File: src/rtl/router_modport.sv
// router_modport: byte-serial packet router with parity/length check and a DEPTH-entry FIFO.
// Define ROUTER_SOFT_RESET_EN to flush the FIFO after TIMEOUT idle-read cycles.
module router_modport #(
    parameter int DEPTH   = 16,
    parameter int TIMEOUT = 30
) (
    input  logic       clock,
    input  logic       resetn,
    input  logic       pkt_valid,
    input  logic [7:0] data_in,
    output logic       busy,
    output logic       error,
    input  logic       read_enb,
    output logic       vld_out,
    output logic [7:0] data_out
);
    localparam int AW = $clog2(DEPTH);
    typedef enum logic [1:0] {IDLE, LOAD, CHECK} state_t;
    state_t state, state_nxt;
    logic [7:0] mem [DEPTH];
    logic [AW:0] wr_ptr, rd_ptr;
    logic [5:0] len;
    logic [6:0] cnt;
    logic [7:0] par;
    logic empty, full, wr, rd, hdr, last, flush;
    assign empty   = wr_ptr == rd_ptr;
    assign full    = wr_ptr == {~rd_ptr[AW], rd_ptr[AW-1:0]};
    assign busy    = (state == IDLE && !empty) || full || state == CHECK;
    assign vld_out = !empty;
    // not busy in IDLE already implies the FIFO is empty
    assign wr      = !busy && (state == LOAD || (state == IDLE && pkt_valid));
    assign rd      = read_enb && !empty;
    assign hdr     = wr && state == IDLE;
    assign last    = wr && state == LOAD && !pkt_valid;
    always_comb begin
        state_nxt = state;
        state_nxt = flush ? IDLE : hdr ? LOAD : last ? CHECK : state == CHECK ? IDLE : state;
    end
    always_ff @(posedge clock or negedge resetn) begin
        if (!resetn) begin
            state    <= IDLE;
            wr_ptr   <= '0;
            rd_ptr   <= '0;
            len      <= '0;
            cnt      <= '0;
            par      <= '0;
            error    <= 1'b0;
            data_out <= 8'h00;
        end else begin
            state <= state_nxt;
            if (flush) begin
                wr_ptr <= '0;
                rd_ptr <= '0;
            end else begin
                if (wr) wr_ptr <= wr_ptr + 1'b1;
                if (rd) rd_ptr <= rd_ptr + 1'b1;
            end
            if (rd) data_out <= mem[rd_ptr[AW-1:0]];
            if (hdr) begin
                len   <= data_in[7:2];
                cnt   <= '0;
                par   <= data_in;
                error <= 1'b0;
            end else if (wr && pkt_valid) begin
                cnt <= cnt + {6'd0, ~&cnt};
                par <= par ^ data_in;
            end else if (last) begin
                error <= (par != data_in) || (cnt != {1'b0, len});
            end
        end
    end
    always_ff @(posedge clock) begin
        if (wr) mem[wr_ptr[AW-1:0]] <= data_in;
    end
`ifdef ROUTER_SOFT_RESET_EN
    localparam int TW = $clog2(TIMEOUT + 1);
    logic [TW-1:0] idle_cnt;
    always_ff @(posedge clock or negedge resetn) begin
        if (!resetn) idle_cnt <= '0;
        else idle_cnt <= (empty || read_enb || flush) ? '0 : idle_cnt + 1'b1;
    end
    assign flush = !empty && !read_enb && idle_cnt == TW'(TIMEOUT - 1);
`else
    logic unused_timeout;
    assign unused_timeout = |TIMEOUT;
    assign flush = 1'b0;
`endif
endmodule

File: config.mk
export PLATFORM = sky130hd
export DESIGN_NAME = router_modport
export DESIGN_NICKNAME = d
export VERILOG_FILES = /design/src/rtl/router_modport.sv
export SDC_FILE = /design/constraint.sdc
export NUM_CORES = 1
export LEC_CHECK = 0
export CORE_ASPECT_RATIO = 0.5
export CORE_MARGIN = 4
export CORE_UTILIZATION = 60
export CTS_BUF_LIST = sky130_fd_sc_hd__clkbuf_8
export DETAILED_ROUTE_END_ITERATION = 12
export GPL_TIMING_DRIVEN = 1
export PLACE_DENSITY = 0.78
export SLEW_MARGIN = 20
export SYNTH_ARGS = -nofsm -noshare
export SYNTH_HDL_FRONTEND = slang
export SYNTH_SLANG_ARGS = --single-unit
export TNS_END_PERCENT = 5
File: constraint.sdc
create_clock -name clock -period 4.7 [get_ports clock]
set_input_delay 1.41 -clock clock [delete_from_list [all_inputs] [get_ports clock]]
set_output_delay 1.41 -clock clock [all_outputs]
set_load 0.03 [all_outputs]
==> key figures <==
Clock tree
  • Sink Count: 170
  • Post-CTS Setup Repair Bufs: 0
  • CTS tree: done
  • Reg clk slew, reported paths: about 0.10 ns
  • Post-cts repair resize count: 0
  • Skew-Pair Late Insertion Delay: about 0.46 ns
  • CTS HTree Levels: 4
  • Cts bufs inserted: 17
  • CTS Hold Bufs: 0
  • Clock Tree Buf Depth: 2
  • Root Driver: clkbuf_8

Setup path
  • Max FO, Critical Path: 8
  • Setup CP Type: reg -> out
  • Cell Chain, Critical Path: xnor2_4, nand4_4, o21ai_1, nor2b_1, clkdlybuf4s50_1
  • Worst flop-to-flop path startpoint: rd_ptr[2]$_DFFE_PN0P_
  • CP Launch Type: flip-flop
  • Critical path data required time: around 3.3 ns
  • Reg-to-Reg End: mem[5][7]$_DFFE_PP_
  • Data arrival, critical path: between 2 and 3 ns
  • Cell count of the worst reg-to-reg path: 5
  • Slowest CP cell: clkdlybuf4s50_1
  • CP peak stage delay: roughly 0.7 ns
  • R2R Setup Slk: 1.87 ns
  • CP endpoint kind: primary output

STA
  • Tmin final: about 4.3 ns
  • RSZ-0062 raised after global routing: no
  • Fin Clk Skew: about 0.018 ns
  • Fin Hold WS: 0.520 ns
  • Final period utilization: between 90% and 100%
  • Least-Margin Pin Slew: between 0.8 and 0.9 ns
  • Max Clk Rate: ~230 MHz
  • Fin. Hold Viols: 0
  • Final setup violation count: 0
  • Rel. slew slack: roughly 43%
  • Final setup TNS: 0 ns
  • Slew Viols, Final: 0

Drt
  • Routed WL: around 14000 um
  • Via/cell ratio: between 6 and 7
  • Vias: a little under 4k
  • Routed Antenna Nets: 0
  • DR pass1 iterations: 5
  • Drt wl/cell: about 22 um
  • DRT iter0 DRCs: around 410
  • DRC errors left: 0

Pwr
  • PD cells: ~480 mW/mm^2
  • Switching Power: roughly 0.0012 W
  • Peak supply drop: 0.235 mV
  • Switching Fraction: 31.2%
  • Share of total power in combinational logic: ~28%
  • P_leak: 2.88 nW
  • Clk network pwr share: 27.6%
  • Cell internal pwr: between 0.002 and 0.003 W
  • Sequential Power Share: between 40% and 50%

Logic synthesis
  • Main flop type after synthesis: edfxtp_1
  • Synth warnings: 0
  • Syn Inst Count: 427
  • Async SR Flop Fraction: 24.7%
  • Synthesized Nets: roughly 450
  • Synth unique cells: 52
  • Dominant cells by area after synthesis: edfxtp_1 (53%), dfrtp_1 (15%), mux4_2 (10%)
  • Syn avg cell area: ~17 sq um
  • EDFF count, synth: between 100 and 150
  • Synth top area share: approximately 53%
  • Mapped cell area: ~0.0072 sq mm
  • Area leader, netlist: edfxtp_1
  • Seq cells post-synth: between 150 and 200
  • Post-synthesis sequential area ratio: approximately two thirds

Final layout
  • ANT cells: 0
  • Nets: ~480
  • Post-route cell area: around 0.0081 sq mm
  • Layout overhead on the synthesized area: 11.9%
  • Share of cells above drive strength 1: 23.5%
  • Final non-filler cell total: ~640

Placed design
  • # placed instances: 609
  • Post-DP Area: roughly 0.0077 sq mm
  • Port bufs: 22
  • Hpwl dp: 9080 um
  • GPL Wtd Cong: around 0.82

GRT
  • Grt met2 use: between 30% and 40%
  • Met3 Usage GRT: about 6%
  • Largest net degree at the start of global routing: between 40 and 50
  • Met1 global-route usage: around a third
  • Grt total ovfl: 0
  • GRT Max-Usage Layer: met1
  • Antenna violations before repair: 0
  • Global-route wire length before repair: ~23000 um
  • Vias in the first global route: 3806
  • GR Util All Layers: about 22%

Hold path
  • Worst Hold Depth: 1
  • Min-delay src: data_out[5]$_DFFE_PN0P_
  • Hold Path End: data_out[5]$_DFFE_PN0P_
  • Worst hold path type: reg -> reg

Status
  • Status: completed

Floorplanning
  • Starting Density: about three fifths
  • Die height: 85.6 um
  • I/O pins: 23
  • Std cell rows: 28
  • Die footprint: 0.0140 sq mm
  • Core ar.: ~0.012 sq mm
  • Die Wd: 163 um

Run
  • Maxcap violations: 0
## through the flow
step	worst slack [ns]	utilization, %	total power [W]
2_1_floorplan	1.52	-	0.00255
3_3_place_gp	0.993	64.9	0.00282
3_5_place_dp	0.897	64.9	0.00284
4_1_cts	0.404	68.4	0.00388
5_1_grt	0.289	68.6	0.00403
6_report	0.436	68.6	0.00387
## placed cells by master (no fill, tap or decap), types with 5 or more instances in the layout
| cell type | netlist | final |
|---|---|---|
| inv_6 | 0 | 5 |
| xor2_1 | 15 | 15 |
| nor2_1 | 13 | 13 |
| mux4_2 | 32 | 32 |
| ha_1 | 7 | 7 |
| buf_4 | 3 | 15 |
| mux2_2 | 9 | 9 |
| mux2_4 | 7 | 7 |
| inv_1 | 6 | 6 |
| nand3_1 | 12 | 12 |
| clkdlybuf4s50_1 | 0 | 21 |
| nand2_1 | 32 | 32 |
| o21ai_0 | 6 | 6 |
| a21oi_1 | 15 | 15 |
| edfxtp_1 | 128 | 128 |
| o22ai_1 | 8 | 8 |
| clkbuf_8 | 0 | 17 |
| a22oi_1 | 17 | 17 |
| dfrtp_1 | 42 | 41 |
| xnor2_1 | 8 | 8 |
## logic make-up after synthesis
kind of cell,count (synthesis),synth area share (%)
muxes,52,13.4
buffers and inverters,26,1.85
DFF,170,67.7
and+or+nand+nor,88,6.38
xor gates and xnor gates,28,4.22
AOI/OAI and AO/OA,56,5.24
adders and majority gates,7,1.21
## state kept, by name, indices dropped and copies added, names as in the netlist
signal / cells
cnt: 7
data_out: 8
error: 1
len: 6
mem: 128
par: 8
rd_ptr: 5
state: 2
wr_ptr: 5
## synthesized netlist by cell type, drive strengths merged (4+ instances only)
cell type    n
a21oi       16
a22oi       17
buf         16
clkbuf       4
dfrtp       42
edfxtp     128
ha           7
inv          6
mux2        17
mux4        32
nand2       32
nand3       12
nand4        4
nor2        13
nor3         5
nor4         5
o21ai        7
o22ai        8
xnor2       13
xor2        15
## layout make-up
type | instances | area [sq um]
flip-flops and latches | 170 | 4900
well taps | 165 | 206
repair buffers | 38 | 348
inverters | 6 | 22.5
clock inverters | 15 | 181
fillers | 736 | 3710
clock buffers | 17 | 234
multi-input cells | 231 | 2210
## power by group through the flow
stage | sequential (W) | clock, W | combinational (W)
5_1_grt | 0.00175 | 0.00115 | 0.00114
3_3_place_gp | 0.00176 | 0 | 0.00105
4_1_cts | 0.00174 | 0.00108 | 0.00107
6_report | 0.00174 | 0.00107 | 0.00106
3_5_place_dp | 0.00177 | 0 | 0.00107
2_1_floorplan | 0.00181 | 0 | 0.000734
## critical path: cells and delay by family (launching register included)
family,cells,cell delay (ns)
xor+xnor,1,0.24
flops,1,0.53
simple gates,2,0.39
compound gates,1,0.55
buf+inv,1,0.68
## worst max path at each step
stage / cells past startpoint / endpoint / from / slack (ns)
floorplan: 5 / busy / rd_ptr[1]$_DFFE_PN0P_ / 1.52
global placement: 5 / busy / wr_ptr[2]$_DFFE_PN0P_ / 0.99
detailed placement: 5 / busy / wr_ptr[2]$_DFFE_PN0P_ / 0.90
CTS: 5 / busy / wr_ptr[2]$_DFFE_PN0P_ / 0.40
global route: 5 / busy / wr_ptr[2]$_DFFE_PN0P_ / 0.29
finish: 5 / busy / rd_ptr[2]$_DFFE_PN0P_ / 0.44
## layer usage
layer	part of all wire (%)	wire length, um	vias up
met5	0	0	-
met4	1.0	145	0
met3	8.1	1140	13
met2	46	6490	136
met1	45	6280	2008
li1	-	-	1742
(Power assumes the default switching activity.)
